$ cat src/rtl/uart_loopback_ctrl.sv
// UART echo controller: pops received bytes, optionally folds case,
// and pushes them back to the transmitter with optional CR -> CR LF.
module uart_loopback_ctrl #(
  parameter int CASE_MODE   = 0,
  parameter int CRLF_EXPAND = 1,
  parameter int COUNT_WIDTH = 16
) (
  input  logic                   clk,
  input  logic                   reset,
  input  logic                   enable,
  input  logic [7:0]             rx_data_in,
  input  logic                   rx_data_present,
  output logic                   read_rx_data_ack,
  output logic [7:0]             tx_data_out,
  output logic                   write_tx_data,
  input  logic                   tx_buffer_full,
  output logic                   busy,
  output logic [COUNT_WIDTH-1:0] rx_count,
  output logic [COUNT_WIDTH-1:0] tx_count
);

  typedef enum logic [1:0] {
    IDLE    = 2'd0,
    POP     = 2'd1,
    SEND    = 2'd2,
    SEND_LF = 2'd3
  } state_t;

  localparam logic [COUNT_WIDTH-1:0] ONE = COUNT_WIDTH'(1);

  state_t                 state_q, state_d;
  logic [7:0]             hold_q, hold_d;
  logic [7:0]             tx_q, tx_d;
  logic                   ack_q, ack_d;
  logic                   wr_q, wr_d;
  logic                   busy_q, busy_d;
  logic [COUNT_WIDTH-1:0] rxc_q, rxc_d;
  logic [COUNT_WIDTH-1:0] txc_q, txc_d;

  function automatic logic [7:0] fold(input logic [7:0] b);
    logic [7:0] r;
    r = b;
    if (CASE_MODE == 1 && b >= 8'h61 && b <= 8'h7A)
      r = b - 8'h20;
    else if (CASE_MODE == 2 && b >= 8'h41 && b <= 8'h5A)
      r = b + 8'h20;
    return r;
  endfunction

  always_ff @(posedge clk) begin
    if (reset) begin
      state_q <= IDLE;
      hold_q  <= 8'h00;
      tx_q    <= 8'h00;
      ack_q   <= 1'b0;
      wr_q    <= 1'b0;
      busy_q  <= 1'b0;
      rxc_q   <= '0;
      txc_q   <= '0;
    end else begin
      state_q <= state_d;
      hold_q  <= hold_d;
      tx_q    <= tx_d;
      ack_q   <= ack_d;
      wr_q    <= wr_d;
      busy_q  <= busy_d;
      rxc_q   <= rxc_d;
      txc_q   <= txc_d;
    end
  end

  always_comb begin
    state_d = state_q;
    unique case (state_q)
      IDLE:
        if (enable && rx_data_present)
          state_d = POP;
      POP:
        state_d = SEND;
      SEND:
        if (!tx_buffer_full) begin
          if (CRLF_EXPAND != 0 && hold_q == 8'h0D)
            state_d = SEND_LF;
          else
            state_d = IDLE;
        end
      SEND_LF:
        if (!tx_buffer_full)
          state_d = IDLE;
      default:
        state_d = IDLE;
    endcase
  end

  always_comb begin
    hold_d = hold_q;
    tx_d   = tx_q;
    ack_d  = 1'b0;
    wr_d   = 1'b0;
    rxc_d  = rxc_q;
    txc_d  = txc_q;
    busy_d = (state_d != IDLE);
    unique case (state_q)
      IDLE:
        if (enable && rx_data_present) begin
          hold_d = fold(rx_data_in);
          ack_d  = 1'b1;
          rxc_d  = rxc_q + ONE;
        end
      POP: ;
      SEND:
        if (!tx_buffer_full) begin
          tx_d  = hold_q;
          wr_d  = 1'b1;
          txc_d = txc_q + ONE;
        end
      SEND_LF:
        if (!tx_buffer_full) begin
          tx_d  = 8'h0A;
          wr_d  = 1'b1;
          txc_d = txc_q + ONE;
        end
      default: ;
    endcase
  end

  assign read_rx_data_ack = ack_q;
  assign write_tx_data    = wr_q;
  assign tx_data_out      = tx_q;
  assign busy             = busy_q;
  assign rx_count         = rxc_q;
  assign tx_count         = txc_q;

endmodule

$ cat config.mk
export PLATFORM = sky130hd
export DESIGN_NAME = uart_loopback_ctrl
export DESIGN_NICKNAME = d
export VERILOG_FILES = /design/src/rtl/uart_loopback_ctrl.sv
export SDC_FILE = /design/constraint.sdc
export NUM_CORES = 1
export LEC_CHECK = 0
export ABC_AREA = 1
export CAP_MARGIN = 10
export CORE_UTILIZATION = 53
export DETAILED_ROUTE_END_ITERATION = 8
export PLACE_DENSITY = 0.93
export SKIP_LAST_GASP = 1
export SLEW_MARGIN = 20
export SYNTH_ARGS = -nofsm -noshare
export SYNTH_HDL_FRONTEND = slang
export SYNTH_SLANG_ARGS = --single-unit
export TNS_END_PERCENT = 1
$ cat constraint.sdc
create_clock -name clk -period 4.35 [get_ports clk]
set_clock_uncertainty 0.2 [all_clocks]
set_input_delay 0.87 -clock clk [delete_from_list [all_inputs] [get_ports clk]]
set_output_delay 0.87 -clock clk [all_outputs]
set_load 0.02 [all_outputs]
Yosys cells after proc, flatten, opt, wreduce, memory -nomap -nowiden
Index checks and enable logic that the tools add are counted.

Memory bits (read-only): 0. Memories: 0. Flip-flop bits (word level): 53. Logic and storage cells: 39. Latch bits: 0. Bits in writable memories: 0. Input port bits: 13.

Divide/modulo/power cells: 0. $mul: 0. $add $sub $neg: 2. $lt $le $gt $ge: 0. Bitwise gates (word level): 3. Shift operators: 0. Muxes and demuxes: 10. Equal/unequal tests: 6. Reductions and logical operators: 10.

Operators with widths (count): $add A16 B1 Y16 const B (2); $mux W8 (2); $pmux W8 S2 (1); $eq A8 B4 Y1 const B (1); $mux W2 (4); $pmux W2 S4 (1); $reduce_or A2 Y1 (3); $eq A2 B2 Y1 const B (2); $ne A2 B2 Y1 const B (2); $reduce_and A2 Y1 (2); $reduce_bool A2 Y1 (2); $not A1 Y1 (3); $reduce_and A3 Y1 (1); $eq A2 B1 Y1 const B (1); $logic_not A2 Y1 (1); $mux W1 (2); $logic_and A1 B1 Y1 (1).

Logic depth before layout (Yosys ltp)
Depth after elaboration: 5. Mapped depth: 9. Depth with buffers taken out: 9.

Least setup slack after synthesis
OpenSTA, ideal clock, no wires.

Kind: input port to flip-flop. Start: input port tx_buffer_full. End: register txc_q[11], in the netlist tx_count[11]. Path buffers: 0. Setup slack: 2.458 ns. Arrival: 1.579 ns. Data required time: 4.037 ns. Library setup time: 0.113 ns. Stages: 8. Path through: inv_1 > nand2_2 > inv_2 > nand2_2 > nor2_4 > nand2_2 > o21ai_1 > nor2_1.

Word-level cells in the longest chain between the ends: 2.

RTL lines: start: declaration (RTL line 16) `input logic tx_buffer_full,`; $not A1 Y1 (no source line); $reduce_and A2 Y1 (no source line); end signal: assignment (RTL line 68) `txc_q <= txc_d;`; end: declaration (RTL line 38) `logic [COUNT_WIDTH-1:0] txc_q, txc_d;`.

No other way between the ends. A chain may end at the register's enable or synchronous reset.

==> metrics.md <==
| Metric | Value |
|---|---|
| PD cells | `286 nW/µm²` |
| Chip Width | `68.8 µm` |
| Final Cycle Share | `0.609` |
| Seq/Total Area, Yosys | `0.448` |
| Root Buffer | `clkbuf_8` |
| Post-CTS setup repair buffer count | `0` |
| First-pass GRT wire length | `8.83 mm` |
| Starting Density | `0.571` |
| Worst R2R Start | `state_q[0]$_SDFF_PP0_` |
| Area grow syn2layout | `28.3%` |
| Storage cell area | `1060 µm²` |
| RSZ-0062 raised after global routing | `false` |
| Share of cells above drive strength 1 | `0.0665` |
| Detailed Place HPWL | `3.90 mm` |
| CP max FO | `23` |
| Fin. max-slew vios | `0` |
| Wirelength per Cell | `11.9 µm` |
| Yosys warnings | `0` |
| Clock slew seen by the registers of the worst setup and hold paths | `100 ps` |
| Antenna viol nets, final | `0` |
| Layout Nets | `405` |
| Leak Pwr | `1.17 nW` |
| Vias/cell | `5.20` |
| CTS max path bufs | `2` |
| HP Class | `reg2reg` |
| Max Cap Violations | `0` |
| Crit path to | `hold_q[4]$_SDFFE_PP0P_` |
| Syn Area/Cell | `7.04 µm²` |
| Standard-cell rows | `23` |
| Final core occ | `0.732` |
| Fillcell total | `336` |
| Hold violation count in the final report | `0` |
| Yosys reg bits | `53` |
| Reg-to-reg endpoint | `rx_count[7]$_SDFFE_PP0P_` |
| Multi-input gate area | `1110 µm²` |
| Syn nets | `351` |
| Vias in the first global route | `2094` |
| Post-CTS Resized | `0` |
| VDD IR max | `183 µV` |
| Detailed-route via count | `2293` |
| CTS tree | `built` |
| Later-pin clock latency in the skew report | `300 ps` |
| Post-Place Worst Slack | `1380 ps` |
| Critical Path RT | `4380 ps` |
| GRT overflow | `0` |
| Fmax | `0.378 GHz` |
| Mapped Area | `2370 µm²` |
| Core area | `4140 µm²` |
| Critical path launch point type | `input port` |
| N_diodes | `0` |
| R2R Setup Slk | `2370 ps` |
| Status | `finished, final reports clean` |
| GRT Resource Usage Total | `0.249` |
| CTS HTree Levels | `2` |
| Crit path launch | `reset` |
| Hold_buf cts | `0` |
| Final Setup Violations | `0` |
| Worst-Margin Slew | `699 ps` |
| Crit path kind | `in2reg` |
| Slew margin rel. | `0.533` |
| PnR Total Power | `0.868 mW` |
| Die ar. | `4740 µm²` |
| Port Buffers | `55` |
| Mapped Cells | `336` |
| Setup crit end kind | `flop` |
| GPL Wtd Cong | `0.855` |
| Setup ws final | `1700 ps` |
| CTS Buf Count | `5` |
| Post-route DRC | `0` |
| Initial antenna violation count | `0` |
| Die Height | `68.8 µm` |
| Largest net degree at the start of global routing | `24` |
| Sink Count | `53` |
| Yosys cell types | `28` |
| Detailed-route wire length | `5.23 mm` |
| First DRT Iteration DRCs | `122` |
| Hold_ws | `283 ps` |
| Worst Reg-to-Reg Cells | `6` |
| Worst Path Arrival | `2680 ps` |
| Setup TNS Final | `0 ps` |
| Pre-Repair DR Iteration Count | `4` |
| Fin crit period | `2650 ps` |
| I/O pins | `56` |
Yosys cell counts:
cell type	number	area share
a31oi_1	1	0.0026
o21ai_0	21	0.044
nor3b_1	1	0.0032
a31o_2	1	0.0037
ha_1	2	0.011
nor2_1	71	0.11
inv_2	2	0.0032
buf_2	2	0.0042
a211oi_1	1	0.0032
buf_4	1	0.0032
dfxtp_1	53	0.45
nand4_1	5	0.013
inv_1	36	0.057
nor3_2	1	0.0042
nand4_4	1	0.0090
a21oi_1	12	0.025
nand2_2	4	0.011
nand2_1	65	0.10
xor2_1	3	0.011
nor2_2	5	0.013
nor2_4	3	0.014
o21ai_1	4	0.0085
nand3_1	25	0.053
clkbuf_1	5	0.0079
nor3_1	7	0.015
xnor2_1	2	0.0074
o21bai_1	1	0.0032
buf_6	1	0.0048
layout by cell type (no fill, tap or decap), drive strengths merged:
master | netlist | final
dfxtp | 53 | 53
a31oi | 1 | 1
clkbuf | 5 | 6
nor3b | 1 | 1
clkinv | 0 | 2
nand2 | 69 | 69
nor2 | 79 | 79
inv | 38 | 38
buf | 4 | 1
o21ai | 25 | 25
xnor2 | 2 | 2
a211oi | 1 | 1
a21oi | 12 | 12
clkdlybuf4s50 | 0 | 55
xor2 | 3 | 3
nand3 | 25 | 25
o21bai | 1 | 1
a31o | 1 | 1
nand4 | 6 | 6
nor3 | 8 | 8
ha | 2 | 2
state kept, by name (all words and copies together), names as in the netlist:
register	cells
tx_count	16
hold_q	8
busy	1
tx_data_out	8
rx_count	16
read_rx_data_ack	1
write_tx_data	1
state_q	2
worst max-delay path: stages:
cell	delay [ps]
clkdlybuf4s50_1	670
inv_1	520
buf_4	330
o21ai_0	120
a21oi_1	160
kinds of logic after synthesis:
kind of cell               count (synthesis)  share of synthesized area
xor gates and xnor gates                   5                     0.0185
adders and majority gates                  2                     0.0106
buffers and inverters                     47                     0.0804
and+or+nand+nor                          188                      0.351
DFF                                       53                      0.448
AOI/OAI and AO/OA                         41                     0.0910
power by group:
group	switching (mW)	total, mW	internal [mW]	leakage, nW
Sequential	0.00888	0.505	0.496	0.429
Clock	0.164	0.293	0.129	0.0512
Combinational	0.0397	0.0691	0.0293	0.686
Total	0.213	0.868	0.655	1.17
layer usage:
layer	vias up	wire length, µm	track usage
met5	-	0	0
met4	0	64	0.0740
met3	8	287	0.0543
met2	75	2580	0.441
met1	1038	2300	0.299
li1	1172	-	-
worst min-delay path by stage:
stage | start | endpoint | cells after the start
detailed placement | hold_q[2]$_SDFFE_PP0P_ | hold_q[2]$_SDFFE_PP0P_ | 2
floorplan | hold_q[2]$_SDFFE_PP0P_ | hold_q[2]$_SDFFE_PP0P_ | 2
global placement | hold_q[2]$_SDFFE_PP0P_ | hold_q[2]$_SDFFE_PP0P_ | 2
global route | tx_data_out[7]$_SDFFE_PP0P_ | tx_data_out[7]$_SDFFE_PP0P_ | 2
CTS | hold_q[2]$_SDFFE_PP0P_ | hold_q[2]$_SDFFE_PP0P_ | 2
finish | hold_q[2]$_SDFFE_PP0P_ | hold_q[2]$_SDFFE_PP0P_ | 2
area by class of cell:
cell class / count / share of cell area
Inverter: 38 / 0.0470
Multi-Input combinational cell: 236 / 0.367
Clock buffer: 6 / 0.0272
Timing Repair Buffer: 56 / 0.184
Tap cell: 50 / 0.0206
Sequential cell: 53 / 0.350
Clock inverter: 2 / 0.00453
stage by stage:
step | area, µm² | instances
detailed placement | 2940 | 433
global route | 3040 | 441
finish | 3040 | 441
floorplan | 2370 | 336
global placement | 2940 | 433
CTS | 3040 | 441
No activity file was read; power rests on OpenSTA's default activity.
==> patch, RTL diff (config.mk and constraints unchanged) <==
Take the reset off `hold_q` and `tx_q` and load them in a clocked block of their own.
--- a/src/rtl/uart_loopback_ctrl.sv
+++ b/src/rtl/uart_loopback_ctrl.sv
@@ -51,6 +51,4 @@
     if (reset) begin
       state_q <= IDLE;
-      hold_q  <= 8'h00;
-      tx_q    <= 8'h00;
       ack_q   <= 1'b0;
       wr_q    <= 1'b0;
@@ -60,6 +58,4 @@
     end else begin
       state_q <= state_d;
-      hold_q  <= hold_d;
-      tx_q    <= tx_d;
       ack_q   <= ack_d;
       wr_q    <= wr_d;
@@ -68,4 +64,9 @@
       txc_q   <= txc_d;
     end
+  end
+
+  always_ff @(posedge clk) begin
+    hold_q <= hold_d;
+    tx_q   <= tx_d;
   end
 
Behaviour: differs if reset is asserted again (counterexample within 4 cycles, from zero or initial values and one cycle with reset high); with reset held inactive, the same outputs for 10 cycles.
==> patch against the original RTL <==
- non-clock buffer count fell by 1
- clock power rose by 15%
- sequential cell count did not move
- worst setup slack improved by 0.16 ns
- worst hold slack better by 0.016 ns
- synthesized area up 2.0%
- wire length decreased by 1.5%
- cell area increased by 2.4%
- final cell count fell by 5.2%
- register-to-register slack improved by 0.28 ns
- die area up 1.9%
- power grew 6.2%
- critical path type is now reg -> out
- critical endpoint is now tx_count[2]
==> patch: results (changes against the original RTL) <==
grt:
  grt_use_total: 0.224  # -0.0243
  grt_max_degree: 30  # +25%
  first_global_vias: 2028  # -3.2%
  grt_pass1_wl_um: 8710  # -1.3%
route:
  dr_wl_met3_um: 265  # -7.7%
  wl_per_cell_um: 12.3  # +3.9%
  drtAntennaViolNets: 0  # unchanged
  wl_met1_um: 2160  # -5.7%
  dr_wl_met2_um: 2620  # +1.4%
  drt_iter0_drc: 156  # +28%
  viasPerCell: 5.14  # -1.2%
  top_layer_used: "met4"
setup_path:
  cp.arrival_ns: 1.42  # -1.26 ns
  max_stage_delay_ns: 0.65  # -0.02 ns
  worst-path-max-fanout: 7  # -70%
yosys:
  ys_types: 25  # -11%
  synth-edff-count: 16  # +16
  syn_nets: 322  # -8.3%
  synthTopCellsByCount: "nand2_1, inv_1, nor2_1"
  postSynthAreaPerCell_um2: 7.86  # +12%
  synth_seq_area_share: 0.506  # +0.0575
  yosys-top-cells-area: "dfxtp_1, edfxtp_1, nand2_1"
clock_tree:
  clk_latency_ns: 0.31
  post_cts_buffers: 0  # unchanged
  cts-root-buf: "clkbuf_8"
  numCtsBuffers: 5  # unchanged
  h-tree-depth: 2  # unchanged
place:
  place.gp.congestion: 0.829  # -3.1%
  placed_cell_area_um2: 3000  # +2.0%
  pre_cts_ws_ns: 1.67  # +0.288 ns
  dpl.cell_count: 410  # -5.3%
  place_hpwl_um: 3680  # -5.7%
power:
  leakagePower_nw: 1.22  # +4.7%
  irDropWorstVdd_uv: 195  # +6.7%
layout:
  nets: 380  # -6.2%
  stdcell_count: 418  # -5.2%
worst_hold_path:
  hold_class: "reg -> reg"
sta:
  slew-limit-headroom: 0.464  # -0.0685
run_status:
  status: "completed"
[patch: cell types whose count changed in the layout (fill, tap and decap cells not counted), moves of 2 or more]
| cell | unedited run | this run |
|---|---|---|
| nor2_1 | 71 | 47 |
| inv_1 | 36 | 55 |
| dfxtp_1 | 53 | 37 |
| edfxtp_1 | 0 | 16 |
| nand2_1 | 65 | 57 |
| nand3_1 | 25 | 17 |
| o21ai_0 | 21 | 14 |
| a21oi_1 | 12 | 18 |
| nand3_2 | 0 | 4 |
| nand4_1 | 5 | 7 |
| o21ai_1 | 4 | 2 |
| xnor2_1 | 2 | 0 |
[patch: worst paths after layout]
kind               start  cells after the start            to  slack, ns
min          rx_count[2]                      2   rx_count[2]       0.30
max reg2reg  tx_count[0]                      6  tx_count[10]       2.65
min reg2reg  rx_count[2]                      2   rx_count[2]       0.30
max          tx_count[2]                      1   tx_count[2]       1.86
[patch: per-layer routing]
layer  vias to the layer above  global-route usage
li1                       1078                   -
met1                       986               0.265
met2                        70               0.400
met3                        13              0.0465
met4                         0              0.0794
met5                         -                   0
[patch: cells by family (layout without fill, tap and decap cells)]
logic type                 Yosys count  count (layout)  share of synthesized area
adders and majority gates            2               2                     0.0104
AOI/OAI and AO/OA                   35              35                     0.0736
and+or+nand+nor                    155             155                      0.303
DFF                                 53              53                      0.506
xor gates and xnor gates             2               2                    0.00726
buffers and inverters               60             119                      0.100
[patch: report_power, final]
| group | switching [mW] | internal, mW |
|---|---|---|
| registers | 0.00654 | 0.519 |
| logic | 0.0333 | 0.0269 |
| clock network | 0.163 | 0.173 |
[patch: cell type report]
class | instances | share of cell area
repair buffers | 55 | 0.177
clock buffers | 6 | 0.0233
well taps | 52 | 0.0209
flip-flops and latches | 53 | 0.393
clock inverters | 2 | 0.0125
multi-input cells | 194 | 0.306
inverters | 56 | 0.0676
